[src/rtl/reaction_game_timer_if.sv]
// Command/status bundle for reaction_game_timer; the controller drives the commands
// (master) and the timer returns the digit chain and event pulses (slave).
interface reaction_game_timer_if #(
    parameter int unsigned STAGES  = 4,
    parameter int unsigned DIGIT_W = 4
);
    logic                        start;
    logic                        stop;
    logic                        clear;
    logic                        load;
    logic [STAGES*DIGIT_W-1:0]   load_val;
    logic                        down;
    logic [STAGES*DIGIT_W-1:0]   count;
    logic                        tick;
    logic                        carry;
    logic                        overflow;
    logic                        done;
    logic                        running;

    modport master (
        output start, stop, clear, load, load_val, down,
        input  count, tick, carry, overflow, done, running
    );

    modport slave (
        input  start, stop, clear, load, load_val, down,
        output count, tick, carry, overflow, done, running
    );
endinterface

[src/rtl/reaction_game_timer.sv]
// Prescaled cascade of modulo-MOD digit counters with start/stop/resume, preload,
// up/down direction, wrap-or-saturate on up overflow and countdown expiry.
module reaction_game_timer #(
    parameter int unsigned PRESCALE = 50000,
    parameter int unsigned PRE_W    = 16,
    parameter int unsigned STAGES   = 4,
    parameter int unsigned DIGIT_W  = 4,
    parameter int unsigned MOD      = 10,
    parameter int unsigned SATURATE = 0
) (
    input logic                  clk,
    input logic                  reset,
    reaction_game_timer_if.slave bus
);
    localparam int unsigned          CNT_W   = STAGES * DIGIT_W;
    localparam logic [DIGIT_W-1:0]   DIG_MAX = DIGIT_W'(MOD - 1);
    localparam logic [PRE_W-1:0]     PRE_MAX = PRE_W'(PRESCALE - 1);

    if (PRESCALE < 2) begin : g_bad_prescale
        $error("PRESCALE must be at least 2");
    end
    if (MOD < 2 || MOD > (1 << DIGIT_W)) begin : g_bad_mod
        $error("MOD must lie in 2 .. 2**DIGIT_W");
    end

    typedef enum logic [1:0] {StIdle, StRun, StHalt} state_e;

    state_e             r_state;
    logic [PRE_W-1:0]   r_pre;
    logic [CNT_W-1:0]   r_count;
    logic               r_dir;
    logic               r_tick;
    logic               r_carry;
    logic               r_overflow;
    logic               r_done;
    logic               r_running;

    logic [CNT_W-1:0]   w_up_next;
    logic [CNT_W-1:0]   w_dn_next;
    logic [CNT_W-1:0]   w_clamped;
    logic               w_at_max;
    logic               w_at_zero;
    logic               w_wrap;
    logic               w_cmd_load;
    logic               w_cmd_stop;
    logic               w_cmd_start;

    // Only the highest-priority asserted command is considered; clear is handled first.
    always_comb begin
        w_cmd_load  = bus.load && !bus.clear;
        w_cmd_stop  = bus.stop && !bus.load && !bus.clear;
        w_cmd_start = bus.start && !bus.stop && !bus.load && !bus.clear;
        w_wrap      = (r_pre == PRE_MAX);
    end

    always_comb begin
        logic [DIGIT_W-1:0] w_digit;
        logic [DIGIT_W-1:0] w_ld_digit;
        logic               w_low_max;
        logic               w_low_zero;
        w_up_next  = r_count;
        w_dn_next  = r_count;
        w_clamped  = bus.load_val;
        w_low_max  = 1'b1;
        w_low_zero = 1'b1;
        w_digit    = '0;
        w_ld_digit = '0;
        for (int i = 0; i < int'(STAGES); i++) begin
            w_digit    = r_count[i*DIGIT_W +: DIGIT_W];
            w_ld_digit = bus.load_val[i*DIGIT_W +: DIGIT_W];
            if (w_low_max) begin
                w_up_next[i*DIGIT_W +: DIGIT_W] =
                    (w_digit == DIG_MAX) ? '0 : w_digit + DIGIT_W'(1);
            end
            if (w_low_zero) begin
                w_dn_next[i*DIGIT_W +: DIGIT_W] =
                    (w_digit == '0) ? DIG_MAX : w_digit - DIGIT_W'(1);
            end
            w_low_max  = w_low_max && (w_digit == DIG_MAX);
            w_low_zero = w_low_zero && (w_digit == '0);
            if (w_ld_digit > DIG_MAX) begin
                w_clamped[i*DIGIT_W +: DIGIT_W] = DIG_MAX;
            end
        end
        w_at_max  = w_low_max;
        w_at_zero = w_low_zero;
    end

    always_ff @(posedge clk) begin
        if (reset) begin
            r_state    <= StIdle;
            r_pre      <= '0;
            r_count    <= '0;
            r_dir      <= 1'b0;
            r_tick     <= 1'b0;
            r_carry    <= 1'b0;
            r_overflow <= 1'b0;
            r_done     <= 1'b0;
            r_running  <= 1'b0;
        end else begin
            r_tick  <= 1'b0;
            r_carry <= 1'b0;
            r_done  <= 1'b0;
            if (bus.clear) begin
                r_state    <= StIdle;
                r_pre      <= '0;
                r_count    <= '0;
                r_overflow <= 1'b0;
                r_running  <= 1'b0;
            end else if (w_cmd_load && r_state != StRun) begin
                r_count <= w_clamped;
            end else if (w_cmd_stop && r_state == StRun) begin
                r_state   <= StHalt;
                r_running <= 1'b0;
            end else if (w_cmd_start && r_state == StIdle) begin
                r_dir     <= bus.down;
                r_pre     <= '0;
                r_state   <= StRun;
                r_running <= 1'b1;
            end else if (w_cmd_start && r_state == StHalt) begin
                r_state   <= StRun;
                r_running <= 1'b1;
            end else if (r_state == StRun) begin
                if (!w_wrap) begin
                    r_pre <= r_pre + PRE_W'(1);
                end else begin
                    r_pre  <= '0;
                    r_tick <= 1'b1;
                    if (!r_dir) begin
                        if (w_at_max) begin
                            r_carry    <= 1'b1;
                            r_overflow <= 1'b1;
                            if (SATURATE != 0) begin
                                r_state   <= StHalt;
                                r_running <= 1'b0;
                            end else begin
                                r_count <= '0;
                            end
                        end else begin
                            r_count <= w_up_next;
                        end
                    end else if (w_at_zero) begin
                        // Expiry parks at zero; no wrap to the all-max value.
                        r_carry   <= 1'b1;
                        r_done    <= 1'b1;
                        r_state   <= StHalt;
                        r_running <= 1'b0;
                    end else begin
                        r_count <= w_dn_next;
                    end
                end
            end
        end
    end

    assign bus.count    = r_count;
    assign bus.tick     = r_tick;
    assign bus.carry    = r_carry;
    assign bus.overflow = r_overflow;
    assign bus.done     = r_done;
    assign bus.running  = r_running;

endmodule

[src/flat_wrapper.sv]
// flat-port wrapper written by rule: the top's interface ports become plain ports
module reaction_game_timer_flat 
#(
    parameter int unsigned PRESCALE = 50000,
    parameter int unsigned PRE_W    = 16,
    parameter int unsigned STAGES   = 4,
    parameter int unsigned DIGIT_W  = 4,
    parameter int unsigned MOD      = 10,
    parameter int unsigned SATURATE = 0
)
  (clk, reset, bus_start, bus_stop, bus_clear, bus_load, bus_load_val, bus_down, bus_count, bus_tick, bus_carry, bus_overflow, bus_done, bus_running);
  reaction_game_timer_if #(.STAGES(STAGES), .DIGIT_W(DIGIT_W)) bus_i ();
  input logic clk;
  input logic reset;
  input wire logic [$bits(bus_i.start)-1:0] bus_start;
  input wire logic [$bits(bus_i.stop)-1:0] bus_stop;
  input wire logic [$bits(bus_i.clear)-1:0] bus_clear;
  input wire logic [$bits(bus_i.load)-1:0] bus_load;
  input wire logic [$bits(bus_i.load_val)-1:0] bus_load_val;
  input wire logic [$bits(bus_i.down)-1:0] bus_down;
  output wire logic [$bits(bus_i.count)-1:0] bus_count;
  output wire logic [$bits(bus_i.tick)-1:0] bus_tick;
  output wire logic [$bits(bus_i.carry)-1:0] bus_carry;
  output wire logic [$bits(bus_i.overflow)-1:0] bus_overflow;
  output wire logic [$bits(bus_i.done)-1:0] bus_done;
  output wire logic [$bits(bus_i.running)-1:0] bus_running;
  assign bus_i.start = bus_start;
  assign bus_i.stop = bus_stop;
  assign bus_i.clear = bus_clear;
  assign bus_i.load = bus_load;
  assign bus_i.load_val = bus_load_val;
  assign bus_i.down = bus_down;
  assign bus_count = bus_i.count;
  assign bus_tick = bus_i.tick;
  assign bus_carry = bus_i.carry;
  assign bus_overflow = bus_i.overflow;
  assign bus_done = bus_i.done;
  assign bus_running = bus_i.running;
  reaction_game_timer #(.PRESCALE(PRESCALE), .PRE_W(PRE_W), .STAGES(STAGES), .DIGIT_W(DIGIT_W), .MOD(MOD), .SATURATE(SATURATE)) u_core (.clk(clk), .reset(reset), .bus(bus_i));
endmodule
[config.mk]
export PLATFORM = sky130hd
export DESIGN_NAME = reaction_game_timer_flat
export DESIGN_NICKNAME = d
export VERILOG_FILES = /design/src/rtl/reaction_game_timer_if.sv /design/src/rtl/reaction_game_timer.sv /design/src/flat_wrapper.sv
export SDC_FILE = /design/constraint.sdc
export NUM_CORES = 1
export LEC_CHECK = 0
export ABC_CLOCK_PERIOD_IN_PS = 2400
export BUFFER_PORTS_ARGS = -buffer_cell sky130_fd_sc_hd__buf_2
export CAP_MARGIN = 25
export CORE_MARGIN = 2
export CORE_UTILIZATION = 52
export CTS_CLUSTER_SIZE = 25
export DETAILED_ROUTE_END_ITERATION = 6
export GPL_TIMING_DRIVEN = 0
export PLACE_DENSITY_LB_ADDON = 0.25
export SLEW_MARGIN = 20
export SYNTH_ARGS = -nofsm -noshare
export SYNTH_HDL_FRONTEND = slang
export SYNTH_SLANG_ARGS = --single-unit
export TNS_END_PERCENT = 50
[constraint.sdc]
create_clock -name clk -period 2.4 [get_ports clk]
set_input_delay 0.48 -clock clk [delete_from_list [all_inputs] [get_ports clk]]
set_output_delay 0.48 -clock clk [all_outputs]
set_load 0.02 [all_outputs]
Yosys cells after proc, flatten, opt, wreduce, memory -nomap -nowiden
Cells that the tools add are included.
Widths: inputs -> output; s select.
{"block": "totals", "reg_bits": 40, "latch_bits": 0, "ram_bits": 0, "romBits": 0, "input_bits": 23, "out_inout_bits": 21, "word_cells": 144, "n_memories": 0}
{"block": "classes", "add_sub_neg": 9, "n_mul": 0, "div_mod_pow": 0, "n_lt_le_gt_ge": 4, "n_eq_ne": 16, "shift": 0, "muxes": 49, "bitwise_logic": 8, "n_reduce_logical": 46}
{"cell": "$mux 16", "n": 13}
{"cell": "$mux 4", "n": 18}
{"cell": "$reduce_and 8->1", "n": 4}
{"cell": "$reduce_bool 4->1", "n": 7}
{"cell": "$add 16x1->16 const B", "n": 1}
{"cell": "$add 4x1->4 const B", "n": 4}
{"cell": "$eq 16x16->1 const B", "n": 1}
{"cell": "$eq 4x4->1 const B", "n": 4}
{"cell": "$gt 4x4->1 const B", "n": 4}
{"cell": "$logic_and 1x1->1", "n": 16}
{"cell": "$logic_not 4->1", "n": 4}
{"cell": "$sub 4x1->4 const B", "n": 4}
{"cell": "$mux 2", "n": 7}
{"cell": "$ne 3x3->1 const B", "n": 4}
{"cell": "$mux 1", "n": 11}
{"cell": "$ne 2x1->1 const B", "n": 5}
{"cell": "$reduce_or 9->1", "n": 1}
{"cell": "$not 1->1", "n": 8}
{"cell": "$reduce_and 4->1", "n": 2}
{"cell": "$reduce_or 8->1", "n": 1}
{"cell": "$reduce_or 7->1", "n": 1}
{"cell": "$reduce_and 6->1", "n": 1}
{"cell": "$reduce_bool 2->1", "n": 3}
{"cell": "$reduce_and 5->1", "n": 1}
{"cell": "5 further kinds", "n": 7}

Depth between registers and ports, before layout
{"block": "depth", "word_depth": 12, "mapped_depth": 9, "depth_no_buf": 8}

Worst setup path after synthesis
No wires, ideal clock.
{"block": "synth_timing", "path_type": "reg2reg", "from": "reg u_core.r_count[0], in the netlist u_core.bus.count[0]", "to": "reg u_core.r_count[15], in the netlist u_core.bus.count[15]", "setup_ns": 0.070, "t_arrival_ns": 2.574, "required_ns": 2.330, "slack_ns": -0.244, "path_stages_with_launch": 10, "n_path_buf": 1, "synth_period_minus_slack_ns": 2.644, "path_cell_list": "dfxtp_1 inv_1 ha_1 or4b_1 or4_1 clkbuf_1 o2111ai_1 mux2i_1 nand2_1 a21oi_1"}
{"block": "synth_between", "elab_chain_len": 12, "elab_cells_between_ends": 20, "classes_between": "3 x eq/ne; 8 x mux; 9 x reduce/logical"}
{"item": "from (decl)", "line": "reaction_game_timer.sv:30", "text": "logic [CNT_W-1:0] r_count;"}
{"item": "from (signal assigned)", "line": "reaction_game_timer.sv:111", "text": "r_count <= w_clamped;"}
{"item": "from (signal assigned)", "line": "reaction_game_timer.sv:140", "text": "r_count <= w_up_next;"}
{"item": "from (signal assigned)", "line": "reaction_game_timer.sv:149", "text": "r_count <= w_dn_next;"}
{"item": "$eq 4x4->1", "line": "reaction_game_timer.sv:79", "text": "w_low_max = w_low_max && (w_digit == DIG_MAX);"}
{"item": "$logic_and 1x1->1 (3 in series)", "line": "reaction_game_timer.sv:79"}
{"item": "$mux 16", "line": "reaction_game_timer.sv:130", "text": "if (w_at_max) begin"}
{"item": "$mux 16", "line": "reaction_game_timer.sv:129", "text": "if (!r_dir) begin"}
{"item": "$mux 16", "line": "reaction_game_timer.sv:124", "text": "if (!w_wrap) begin"}
{"item": "$mux 16", "line": "reaction_game_timer.sv:123", "text": "end else if (r_state == StRun) begin"}
{"item": "$mux 16", "line": "reaction_game_timer.sv:120", "text": "end else if (w_cmd_start && r_state == StHalt) begin"}
{"item": "$mux 16", "line": "reaction_game_timer.sv:115", "text": "end else if (w_cmd_start && r_state == StIdle) begin"}
{"item": "$mux 16", "line": "reaction_game_timer.sv:112", "text": "end else if (w_cmd_stop && r_state == StRun) begin"}
{"item": "$mux 16", "line": "reaction_game_timer.sv:110", "text": "end else if (w_cmd_load && r_state != StRun) begin"}
Parallel ways exist; a longest one is shown, timed or not. The select of a mux whose other input is x is not followed.
A chain may end at the register's enable or synchronous reset.

Final worst setup path
{"block": "layout_timing", "from": "reg u_core.r_pre[10]", "to": "reg u_core.r_count[9], in the netlist u_core.bus.count[9]"}
{"block": "layout_between", "elab_chain_len": 3}
{"item": "from (decl)", "line": "reaction_game_timer.sv:29", "text": "logic [PRE_W-1:0] r_pre;"}
{"item": "from (signal assigned)", "line": "reaction_game_timer.sv:125", "text": "r_pre <= r_pre + PRE_W'(1);"}
{"item": "$eq 16x16->1", "line": "reaction_game_timer.sv:53", "text": "w_wrap = (r_pre == PRE_MAX);"}
{"item": "$reduce_bool 2->1 (no line)"}
{"item": "$reduce_and 8->1 (no line)"}
Every way passes these cells.

==> impl_summary.txt <==
----------------------------------------------------
[Worst setup path]
  Startpoint kind of the worst setup timing path ... flip-flop
  Required time at the endpoint of the critical path ... 2570 ps
  Arrival time at the worst endpoint ... 2610 ps
  Kind of capture point of the worst setup path ... flip-flop
  Cell-by-cell trace of the critical path ... or4_4 > or4_4 > nor4b_4 > nand2_2 > a221oi_2 > nor3_1
  Master of the slowest instance on the critical path ... or4_4
  Critical path start-end classification ... flip-flop to flip-flop
  Max stage delay on crit path ... 570 ps
  Worst reg-to-reg setup slack ... -40 ps
  Crit Path Max Fanout ... 3
  Most frequent cell on the critical path ... or4_4

[Final layout]
  Synth-to-layout area growth ... 25.22%
  Finished Layout Cells ... 504
  Fraction of final layout cells with drive strength greater than 1 ... 27.88%
  Post-layout net count ... 470
  Finished Cell Area ... 3541 um2
  Diode insertion count for antenna repair ... 0

[Yosys]
  Post-synthesis register bit count ... 40
  Mean cell area of the mapped netlist ... 7.768 um2
  Share of synthesized flip-flops with an asynchronous set or reset ... 0%
  Number of standard cells after synthesis ... 364
  Total number of yosys warnings ... 0
  Portion of the post-synthesis area used by sequential elements ... 28.32%
  Number of distinct library cells after synthesis ... 62
  Top FF cell, synth ... dfxtp_1
  Mapped Area ... 2828 um2
  Post-synth EDFFs ... 0
  Total nets after synthesis ... 401

[STA]
  Max Clk Rate ... 409.9 MHz
  Crit share post-route ... 101.6%
  Final setup TNS ... -39.53 ps
  Post-Route Skew ... 13.47 ps
  Min Clock Period, post-route ... 2440 ps
  Setup violation total in the final timing report ... 1
  Worst Slack Setup Final ... -39.53 ps
  Slew at the pin closest to its max-slew limit ... 772.9 ps
  Worst slew margin relative to its limit ... 48.28%
  Hold violation total from the final report ... 0
  Setup repair after global routing missed its margin ... yes
  Pins Over Slew Limit ... 0

[Route]
  Avg Vias per Cell ... 6.119
  Count of nets left with antenna violations after detail routing ... 0
  Post-route DRC violation count ... 0
  Total routed wirelength ... 7860 um
  Average wire per cell in the routed design ... 15.60 um
  Routed via count ... 3084
  1st-pass router iterations ... 7
  1st-iter DRT viols ... 219

[Die]
  Core region area ... 5172 um2
  Die Y ... 77.74 um
  Die outline width ... 77.74 um
  Std-Cell Rows ... 26
  Die Area ... 6044 um2
  Initial Util ... 54.67%
  Boundary pin count ... 44

[Global route]
  Met2 global-route usage ... 40.52%
  Wire length of the first global-routing pass ... 12410 um
  Pin count of the biggest net entering global routing ... 15
  Total overflow reported by the global router ... 0
  Via count of the first global-routing pass ... 2723
  GRT Util Overall ... 25.57%
  Peak-usage layer in the global routing report ... met2
  GR Layer Usage met1 ... 32.82%
  Met3 demand-to-capacity share in global routing ... 5.465%
  Number of antenna violations at the first check in global routing ... 0

[Clock tree]
  Clock slew at the register clock pins of the worst setup and hold paths ... 90 ps
  CTS Root Buffer Type ... clkbuf_8
  Number of sinks driven by the clock tree ... 40
  H-tree depth ... 2
  Later-pin clock latency in the skew report ... 300 ps
  Count of hold-fix buffers inserted at cts ... 0
  CTS Buf Count ... 5
  TritonCTS clock tree ... built
  Deepest clock path buffer count ... 2

[Outcome]
  Violated checks ... negative setup slack
  Status ... complete, but fails checks

[Place]
  Dpl ws ... -470.4 ps
  Cell area after placement ... 3183 um2
  Placed instance count ... 477
  Number of I/O port buffers ... 43
  Detailed-placement wirelength estimate ... 5476 um
  Placer congestion estimate ... 0.9005

[Hold path]
  Kind of path behind the tightest hold check ... primary input to flip-flop

[Pwr]
  IR Drop Worst-Case VDD ... 0.3454 mV
  Static Leakage ... 0.001404 uW
  Ratio of total power to cell area ... 413.2 nW/um2

[Flow run]
  # Max-Cap Violations ... 0

----------------------------------------------------
==> metrics by stage <==
stage / utilization, % / hold slack, ps / power (uW)
detailed placement: 61.54 / 470.5 / 885.9
global route: 68.46 / 370.5 / 1530
CTS: 67.15 / 368.6 / 1465
global placement: 61.54 / 445.0 / 882.9
finish: 68.46 / 383.4 / 1463
floorplan: - / 458.0 / 821.4
==> placed cells by master, fill, tap and decap left out, types with 10 or more instances in the layout <==
cell type / n
o21ai_0: 21
a211oi_1: 11
clkbuf_1: 13
a21oi_1: 22
ha_1: 10
buf_2: 44
dfxtp_1: 29
inv_1: 14
nand2_1: 35
nor2_1: 35
nor3_1: 12
buf_4: 21
nand3_1: 16
nand2b_1: 11
==> cell usage after synthesis (3+ instances only) <==
master | instances | area [um2]
a22oi_1 | 3 | 22.52
nand3b_1 | 7 | 52.55
nor2_1 | 35 | 131.4
nand2_1 | 35 | 131.4
clkbuf_1 | 15 | 56.30
o21bai_1 | 3 | 22.52
o211ai_1 | 7 | 52.55
mux2i_1 | 6 | 60.06
xor2_1 | 8 | 70.07
a21oi_1 | 22 | 110.1
a211oi_1 | 12 | 90.09
o21ai_0 | 22 | 110.1
xnor2_1 | 5 | 43.79
inv_1 | 20 | 75.07
nand2b_1 | 11 | 68.82
or3b_2 | 4 | 35.03
dfxtp_1 | 40 | 800.8
nand3_1 | 16 | 80.08
ha_1 | 14 | 175.2
and3_1 | 8 | 50.05
o2111ai_1 | 3 | 26.28
nand4_1 | 5 | 31.28
nor3_1 | 12 | 60.06
==> layer usage <==
metal  wire, um  part of all wire, %
met2       3607                   46
met5          0                    0
met1       3388                   43
met4        242                  3.1
met3        621                  7.9
==> registers in the layout (all words and copies together) (netlist names) <==
register             cells
u_core.r_pre            16
u_core.bus.running       1
u_core.bus.count        16
u_core.r_dir             1
u_core.bus.done          1
u_core.bus.overflow      1
u_core.bus.carry         1
u_core.bus.tick          1
u_core.r_state           2
==> layout make-up <==
type,count,area (um2)
multi-input combinational,287,1987
fill,418,1632
sequential,40,829.5
timing repair buffer,64,376.6
tap,70,87.58
inverter,20,82.58
clock buffer,5,68.82
buffer,15,61.31
clock inverter,3,47.55
==> kinds of logic after synthesis <==
logic type | count (synthesis) | synth area share, %
and+or+nand+nor | 155 | 30.09
AOI/OAI and AO/OA | 96 | 22.66
DFF | 40 | 28.32
buffers and inverters | 37 | 5.000
adders and majority gates | 14 | 6.195
xor gates and xnor gates | 13 | 4.027
muxes | 9 | 3.717
==> power breakdown <==
group	internal, uW	switching [uW]
clock network	313	256
logic	87.9	128
registers	667	11.2
total	1070	395
==> worst max-delay path, delay by kind of cell (launching register included) <==
kind / cells / cell delay (ps)
and+or+nand+nor: 5 / 1670
AOI/OAI and AO/OA: 1 / 300
DFF: 1 / 330
==> path summary, 6_finish.rpt <==
check / from / cells past startpoint / end
hold / removal: reset / 2 / u_core.r_dir
setup / recovery: u_core.r_pre[10] / 6 / u_core.bus.count[9]
setup reg to reg: u_core.r_pre[10] / 6 / u_core.bus.count[9]
hold reg to reg: u_core.bus.running / 2 / u_core.bus.running
==> timing repair <==
| item | CTS | global route |
|---|---|---|
| resized for setup | 26 | 10 |
| pin swaps | 14 | 6 |
| setup endpoints to repair | 28 | 25 |
| setup buffers | 14 | 7 |
Note: power is estimated with default switching activity, not from simulation.
